[config.mk]
export PLATFORM = sky130hd
export DESIGN_NAME = kappa3_dbg_port_flat
export DESIGN_NICKNAME = d
export VERILOG_FILES = /design/src/rtl/kappa3_dbg_pkg.sv /design/src/rtl/kappa3_dbg_port_if.sv /design/src/rtl/dbg_edge_det.sv /design/src/rtl/kappa3_dbg_port.sv /design/src/flat_wrapper.sv
export SDC_FILE = /design/constraint.sdc
export NUM_CORES = 1
export LEC_CHECK = 0
export ABC_AREA = 1
export BUFFER_PORTS_ARGS = -buffer_cell sky130_fd_sc_hd__buf_2
export CORE_AREA = 4 4 148 150
export CTS_BUF_LIST = sky130_fd_sc_hd__clkbuf_8
export DETAILED_ROUTE_END_ITERATION = 16
export DIE_AREA = 0 0 152 154
export PLACE_DENSITY = 0.71
export SYNTH_ARGS = -nofsm -noshare
export SYNTH_HDL_FRONTEND = slang
export SYNTH_HIERARCHICAL = 1
export SYNTH_SLANG_ARGS = --single-unit
[constraint.sdc]
create_clock -name clock -period 5.23 [get_ports clock]
set_input_delay 0 -clock clock [delete_from_list [all_inputs] [get_ports clock]]
set_output_delay 0 -clock clock [all_outputs]
set_load 0.02 [all_outputs]
[src/rtl/kappa3_dbg_pkg.sv]
// Shared types and constants for the kappa3-light debug port: memory FSM
// encoding, strobe bit positions and default bus widths.
package kappa3_dbg_pkg;

    typedef enum logic [1:0] {
        ST_IDLE = 2'd0,
        ST_REQ  = 2'd1,
        ST_DONE = 2'd2
    } mem_state_e;

    localparam int STB_PC  = 0;
    localparam int STB_IR  = 1;
    localparam int STB_REG = 2;
    localparam int STB_A   = 3;
    localparam int STB_B   = 4;
    localparam int STB_C   = 5;
    localparam int STB_MRD = 6;
    localparam int STB_MWR = 7;
    localparam int NUM_STB = 8;

    localparam int DEF_DATA_W  = 32;
    localparam int DEF_ADDR_W  = 32;
    localparam int DEF_TIMEOUT = 16;

endpackage

[src/rtl/kappa3_dbg_port_if.sv]
// Word memory bus between the debug port (master) and the memory arbiter.
// Handshake: req rises with addr/we/wdata valid and holds them stable until
// the cycle ack is high; rdata is valid only in that ack cycle.
interface kappa3_dbg_port_if #(
    parameter int DATA_W = 32,
    parameter int ADDR_W = 32
);
    logic              req;
    logic              we;
    logic [ADDR_W-1:0] addr;
    logic [DATA_W-1:0] wdata;
    logic [DATA_W-1:0] rdata;
    logic              ack;

    modport master (output req, we, addr, wdata, input rdata, ack);
    modport slave  (input req, we, addr, wdata, output rdata, ack);
endinterface

[src/rtl/dbg_edge_det.sv]
// Rising-edge detector for a vector of level strobes. rise is combinational
// for same-edge data capture; pulse is its registered one-cycle copy.
module dbg_edge_det #(
    parameter int N = 8
) (
    input  logic         clock,
    input  logic         reset,
    input  logic         gate,
    input  logic [N-1:0] strobe,
    output logic [N-1:0] rise,
    output logic [N-1:0] pulse
);
    logic [N-1:0] hist;

    // History updates even when gated so a strobe held across the gate is swallowed.
    assign rise = strobe & ~hist & {N{gate}};

    always_ff @(posedge clock or posedge reset) begin
        if (reset) begin
            hist  <= '0;
            pulse <= '0;
        end else begin
            hist  <= strobe;
            pulse <= rise;
        end
    end
endmodule

[src/rtl/kappa3_dbg_port.sv]
// Debug responder: turns host level strobes into datapath load pulses and
// runs single word memory accesses with an ack timeout.
module kappa3_dbg_port
    import kappa3_dbg_pkg::*;
#(
    parameter int DATA_W  = DEF_DATA_W,
    parameter int ADDR_W  = DEF_ADDR_W,
    parameter int TIMEOUT = DEF_TIMEOUT
) (
    input  logic               clock,
    input  logic               reset,
    input  logic               running,
    input  logic [DATA_W-1:0]  dbg_in,
    input  logic               dbg_pc_ld,
    input  logic               dbg_ir_ld,
    input  logic               dbg_reg_ld,
    input  logic               dbg_a_ld,
    input  logic               dbg_b_ld,
    input  logic               dbg_c_ld,
    input  logic [4:0]         dbg_reg_addr,
    input  logic [ADDR_W-1:0]  dbg_mem_addr,
    input  logic               dbg_mem_read,
    input  logic               dbg_mem_write,
    output logic               pc_ld,
    output logic               ir_ld,
    output logic               reg_ld,
    output logic               a_ld,
    output logic               b_ld,
    output logic               c_ld,
    output logic [DATA_W-1:0]  ld_data,
    output logic [4:0]         reg_waddr,
    kappa3_dbg_port_if.master  mem,
    output logic [DATA_W-1:0]  dbg_mem_out,
    output logic               busy,
    output logic               err,
    output mem_state_e         fsm_state
);
    localparam int CNT_W = $clog2(TIMEOUT);

    logic [NUM_STB-1:0] strobe, rise, pulse;
    logic [5:0]         ld_q;
    logic [ADDR_W-1:0]  st_addr, addr_q;
    logic [DATA_W-1:0]  st_data, wdata_q;
    logic               we_q;
    logic [CNT_W-1:0]   cnt;
    mem_state_e         state, state_nx;
    logic               mem_go, aligned, tmo_hit;
    logic               req_c, issue, set_err, rd_done;

    assign strobe = {dbg_mem_write, dbg_mem_read, dbg_c_ld, dbg_b_ld,
                     dbg_a_ld, dbg_reg_ld, dbg_ir_ld, dbg_pc_ld};

    dbg_edge_det #(.N(NUM_STB)) u_edge (
        .clock  (clock),
        .reset  (reset),
        .gate   (~running),
        .strobe (strobe),
        .rise   (rise),
        .pulse  (pulse)
    );

    assign mem_go  = pulse[STB_MRD] | pulse[STB_MWR];
    assign aligned = (st_addr[1:0] == 2'b00);
    assign tmo_hit = (cnt == CNT_W'(TIMEOUT - 1));

    always_ff @(posedge clock or posedge reset) begin
        if (reset) state <= ST_IDLE;
        else       state <= state_nx;
    end

    always_comb begin
        state_nx = state;
        case (state)
            ST_IDLE: if (mem_go && aligned) state_nx = ST_REQ;
            ST_REQ:  if (mem.ack || tmo_hit) state_nx = ST_DONE;
            default: state_nx = ST_IDLE;
        endcase
    end

    always_comb begin
        req_c   = (state == ST_REQ);
        issue   = 1'b0;
        set_err = 1'b0;
        rd_done = 1'b0;
        case (state)
            ST_IDLE: begin
                issue   = mem_go & aligned;
                set_err = mem_go & ~aligned;
            end
            ST_REQ: begin
                rd_done = mem.ack & ~we_q;
                set_err = ~mem.ack & tmo_hit;
            end
            default: ;
        endcase
        if (mem_go && state != ST_IDLE) set_err = 1'b1;
        if (pulse[STB_MRD] && pulse[STB_MWR]) set_err = 1'b1;
    end

    // Load data and memory operands are snapshotted on the strobe edge itself.
    always_ff @(posedge clock or posedge reset) begin
        if (reset) begin
            ld_q        <= '0;
            ld_data     <= '0;
            reg_waddr   <= '0;
            st_addr     <= '0;
            st_data     <= '0;
            addr_q      <= '0;
            wdata_q     <= '0;
            we_q        <= 1'b0;
            cnt         <= '0;
            dbg_mem_out <= '0;
            err         <= 1'b0;
        end else begin
            ld_q <= pulse[5:0];
            if (|rise[5:0])   ld_data   <= dbg_in;
            if (rise[STB_REG]) reg_waddr <= dbg_reg_addr;
            if (rise[STB_MRD] || rise[STB_MWR]) begin
                st_addr <= dbg_mem_addr;
                st_data <= dbg_in;
            end
            if (issue) begin
                addr_q  <= st_addr;
                wdata_q <= st_data;
                we_q    <= pulse[STB_MWR];
            end
            cnt <= (state == ST_REQ) ? cnt + 1'b1 : '0;
            if (rd_done) dbg_mem_out <= mem.rdata;
            if (set_err) err <= 1'b1;
        end
    end

    assign {c_ld, b_ld, a_ld, reg_ld, ir_ld, pc_ld} = ld_q;
    assign mem.req   = req_c;
    assign mem.we    = we_q;
    assign mem.addr  = addr_q;
    assign mem.wdata = wdata_q;
    assign busy      = (state != ST_IDLE);
    assign fsm_state = state;
endmodule

[src/flat_wrapper.sv]
// flat-port wrapper written by rule: the top's interface ports become plain ports
module kappa3_dbg_port_flat import kappa3_dbg_pkg::*;
#(
    parameter int DATA_W  = DEF_DATA_W,
    parameter int ADDR_W  = DEF_ADDR_W,
    parameter int TIMEOUT = DEF_TIMEOUT
)
  (clock, reset, running, dbg_in, dbg_pc_ld, dbg_ir_ld, dbg_reg_ld, dbg_a_ld, dbg_b_ld, dbg_c_ld, dbg_reg_addr, dbg_mem_addr, dbg_mem_read, dbg_mem_write, pc_ld, ir_ld, reg_ld, a_ld, b_ld, c_ld, ld_data, reg_waddr, dbg_mem_out, busy, err, fsm_state, mem_req, mem_we, mem_addr, mem_wdata, mem_rdata, mem_ack);
  kappa3_dbg_port_if #(.DATA_W(DATA_W), .ADDR_W(ADDR_W)) mem_i ();
  input  logic clock;
  input  logic reset;
  input  logic running;
  input  logic [DATA_W-1:0] dbg_in;
  input  logic dbg_pc_ld;
  input  logic dbg_ir_ld;
  input  logic dbg_reg_ld;
  input  logic dbg_a_ld;
  input  logic dbg_b_ld;
  input  logic dbg_c_ld;
  input  logic [4:0] dbg_reg_addr;
  input  logic [ADDR_W-1:0] dbg_mem_addr;
  input  logic dbg_mem_read;
  input  logic dbg_mem_write;
  output logic pc_ld;
  output logic ir_ld;
  output logic reg_ld;
  output logic a_ld;
  output logic b_ld;
  output logic c_ld;
  output logic [DATA_W-1:0] ld_data;
  output logic [4:0] reg_waddr;
  output logic [DATA_W-1:0] dbg_mem_out;
  output logic busy;
  output logic err;
  output mem_state_e fsm_state;
  output wire logic [$bits(mem_i.req)-1:0] mem_req;
  output wire logic [$bits(mem_i.we)-1:0] mem_we;
  output wire logic [$bits(mem_i.addr)-1:0] mem_addr;
  output wire logic [$bits(mem_i.wdata)-1:0] mem_wdata;
  input wire logic [$bits(mem_i.rdata)-1:0] mem_rdata;
  input wire logic [$bits(mem_i.ack)-1:0] mem_ack;
  assign mem_req = mem_i.req;
  assign mem_we = mem_i.we;
  assign mem_addr = mem_i.addr;
  assign mem_wdata = mem_i.wdata;
  assign mem_i.rdata = mem_rdata;
  assign mem_i.ack = mem_ack;
  kappa3_dbg_port #(.DATA_W(DATA_W), .ADDR_W(ADDR_W), .TIMEOUT(TIMEOUT)) u_core (.clock(clock), .reset(reset), .running(running), .dbg_in(dbg_in), .dbg_pc_ld(dbg_pc_ld), .dbg_ir_ld(dbg_ir_ld), .dbg_reg_ld(dbg_reg_ld), .dbg_a_ld(dbg_a_ld), .dbg_b_ld(dbg_b_ld), .dbg_c_ld(dbg_c_ld), .dbg_reg_addr(dbg_reg_addr), .dbg_mem_addr(dbg_mem_addr), .dbg_mem_read(dbg_mem_read), .dbg_mem_write(dbg_mem_write), .pc_ld(pc_ld), .ir_ld(ir_ld), .reg_ld(reg_ld), .a_ld(a_ld), .b_ld(b_ld), .c_ld(c_ld), .ld_data(ld_data), .reg_waddr(reg_waddr), .mem(mem_i), .dbg_mem_out(dbg_mem_out), .busy(busy), .err(err), .fsm_state(fsm_state));
endmodule
==> flow_summary.toml <==
[run_status]
status = "finished clean"

[timing]
min_period_ps = 2260
hold_ws_ps = 129
fin_skew_ps = 10.6
clock.fmax_ghz = 0.442
max_slew_margin_pct = 35.4
rsz0062_at_grt = "false"
final-setup-viol-count = 0
worstMarginPinSlew_ps = 969
tns_ps = 0
finalHoldViolCount = 0
fin_crit_sh_pct = 43.3
slew_violations = 0
worst_slack_ps = 2970

[layout]
final_nets = 1338
area_delta_synth_final_pct = 36.2
finish.utilization_pct = 58.6
fillCellCount = 1739
drive_gt1_share_pct = 34.0

[critical_path]
critPathLaunch = "u_core/u_edge/hist[7]"
arrival_ps = 2610
max_stage_delay_ps = 720
worstPathMaxFanout = 78
timing.rr.start = "u_core/u_edge/hist[7]"
cp-start-kind = "flip-flop"
crit_path_top_delay_cell = "nor2_4"
crit_chain = "nor2_1, nor2_4, buf_4, a21oi_1"
worstPathRequired_ps = 5570
crit_type = "reg -> reg"
endpoint_kind = "flip-flop"

[global_routing]
grtUsageMet3_pct = 6.42
use_met1_pct = 23.5
grt_util_met2_pct = 30.4
overflow = 0
grt_pass1_vias = 7018
antenna_found_initial = 1
grt_pass1_wl_um = 36100
grt_usage_pct = 18.5
grt_max_degree = 79
grt_most_used_layer = "met2"

[clock_tree]
clock-sinks = 227
cts_root_buffer = "clkbuf_8"
cts_htree_levels = 2
insertion_delay_ps = 510
clockBufferDepth = 3
cts_made_buffers = 38
path_clk_slew_ps = 60
cts_tree = "built"
cts_resized = 0

[logic_synthesis]
netlist_instances = 852
syn_area_um2 = 8900
ys.flop_type = "dfrtp_1"
synthArstFlopShare_pct = 100
yosys_warnings = 6
ys_ff_latch = 227
syn-num-nets = 966
yosys.cell_types.count = 23
ys_seq_area_share_pct = 63.8
synth_edf_count = 0
syn_area_per_cell_um2 = 10.4

[power_and_ir_drop]
power_w = 0.00590
ir_worst_vdd_mv = 0.260
leakagePower_nw = 6.43
powerDensity_nw_per_um2 = 486

[worst_hold_path]
hp-class = "in -> async"

[placement]
gp_congestion = 0.855
dpl.hpwl_um = 13200
place_ws_ps = 2980
port_buffers = 257

[drt]
antenna_left = 0
viasPerCell = 4.47
drc = 0
routed_wl_um = 21600
routedWlPerCell_um = 14.1
drt-initial-drc-count = 233
vias = 6839
first_pass_iters = 4

[floorplan]
start_util_pct = 43.0
die_width_um = 152
io_pins = 258
core_um2 = 20700
die-area_um2 = 23400
die_h_um = 154
rows = 53

[run]
cap_violations = 0
layout make-up:
class                   count  area, um^2  area share (%)
clock buffers              47         647            5.34
inverters                 108         409            3.37
repair buffers            376        2460            20.3
clock inverters            22         114           0.939
multi-input cells         473        2470            20.4
diodes                      1        2.50          0.0206
well taps                 275         344            2.84
flip-flops and latches    227        5680            46.9
cells by family (layout without fill, tap and decap cells):
logic type | count (synthesis) | in the layout | synth area share, %
compound gates | 165 | 165 | 13.0
other cells | 0 | 1 | 0
mux | 5 | 5 | 0.633
flops | 227 | 227 | 63.8
fa+ha+maj | 1 | 1 | 0.141
simple gates | 302 | 302 | 13.8
buf+inv | 152 | 553 | 8.55
where the power goes:
group / total (W) / internal (W) / switching [W]
registers: 0.00250 / 0.00225 / 0.000250
logic: 0.00187 / 0.000648 / 0.00122
clock network: 0.00153 / 0.000859 / 0.000672
path summary, 6_finish.rpt:
kind                                    endpoint  slack, ps  depth (start not counted)
min in group clock         u_core/u_edge/hist[1]        150                          2
max in group asynchronous     u_core/ld_data[11]       3660                          4
max reg2reg                    u_core/st_addr[6]       2970                          4
min reg2reg                       u_core/ld_q[0]        350                          0
max                            u_core/st_addr[6]       2970                          4
min                        u_core/u_edge/hist[1]        130                          3
repair_timing:
action                    CTS  global route
hold endpoints to repair  208             0
hold buffers              112             0
setup buffers               0             0
routing by layer:
metal	wire (um)	share of wire, %
met5	0	0
met3	1740	8.0
met2	10400	48
met1	9110	42
met4	384	1.8
synth_stat cells, types with 3 or more instances:
cell     count  area (um^2)
a21oi_1     35          175
a21oi_2     30          263
buf_2       17         85.1
buf_4        5         37.5
buf_6       20          225
dfrtp_1    227         5680
inv_1      105          394
inv_2        3         11.3
mux2_2       5         56.3
nand2_1    182          683
nand3_1     33          165
nor2_1      74          278
nor2_2       7         43.8
o21ai_0     38          190
o21ai_1      3         15.0
o21ai_2     58          508
through the flow:
stage | cell area, um^2 | instances
2_1_floorplan | 8900 | 852
3_3_place_gp | 10200 | 1347
3_5_place_dp | 10200 | 1347
4_1_cts | 12100 | 1528
5_1_grt | 12100 | 1529
6_report | 12100 | 1529
sequential cells by signal, summed over array words and instances, names as in the netlist, 2 cells and up:
signal	flops
u_core/u_edge/hist	8
u_core/reg_waddr	5
u_core/dbg_mem_out	32
u_core/mem.wdata	32
u_core/ld_q	6
u_core/ld_data	32
u_core/st_data	32
u_core/u_edge/pulse	8
u_core/mem.addr	32
u_core/cnt	4
u_core/fsm_state	2
u_core/st_addr	32
cells in the final DEF (no fill, tap or decap), drive strengths merged, types with 4 or more instances in the layout:
| cell type | n |
|---|---|
| a21oi | 65 |
| o21ai | 99 |
| dfrtp | 227 |
| inv | 124 |
| clkinv | 4 |
| nand2 | 184 |
| nand3 | 35 |
| buf | 264 |
| nor2 | 83 |
| mux2 | 5 |
| dlygate4sd3 | 112 |
| clkbuf | 47 |
critical path: cells and delay by family, from the launching register on:
family / cells / cell delay (ps)
buffers and inverters: 1 / 720
AOI/OAI and AO/OA: 1 / 190
and+or+nand+nor: 2 / 800
DFF: 1 / 320
(Power assumes the default switching activity.)
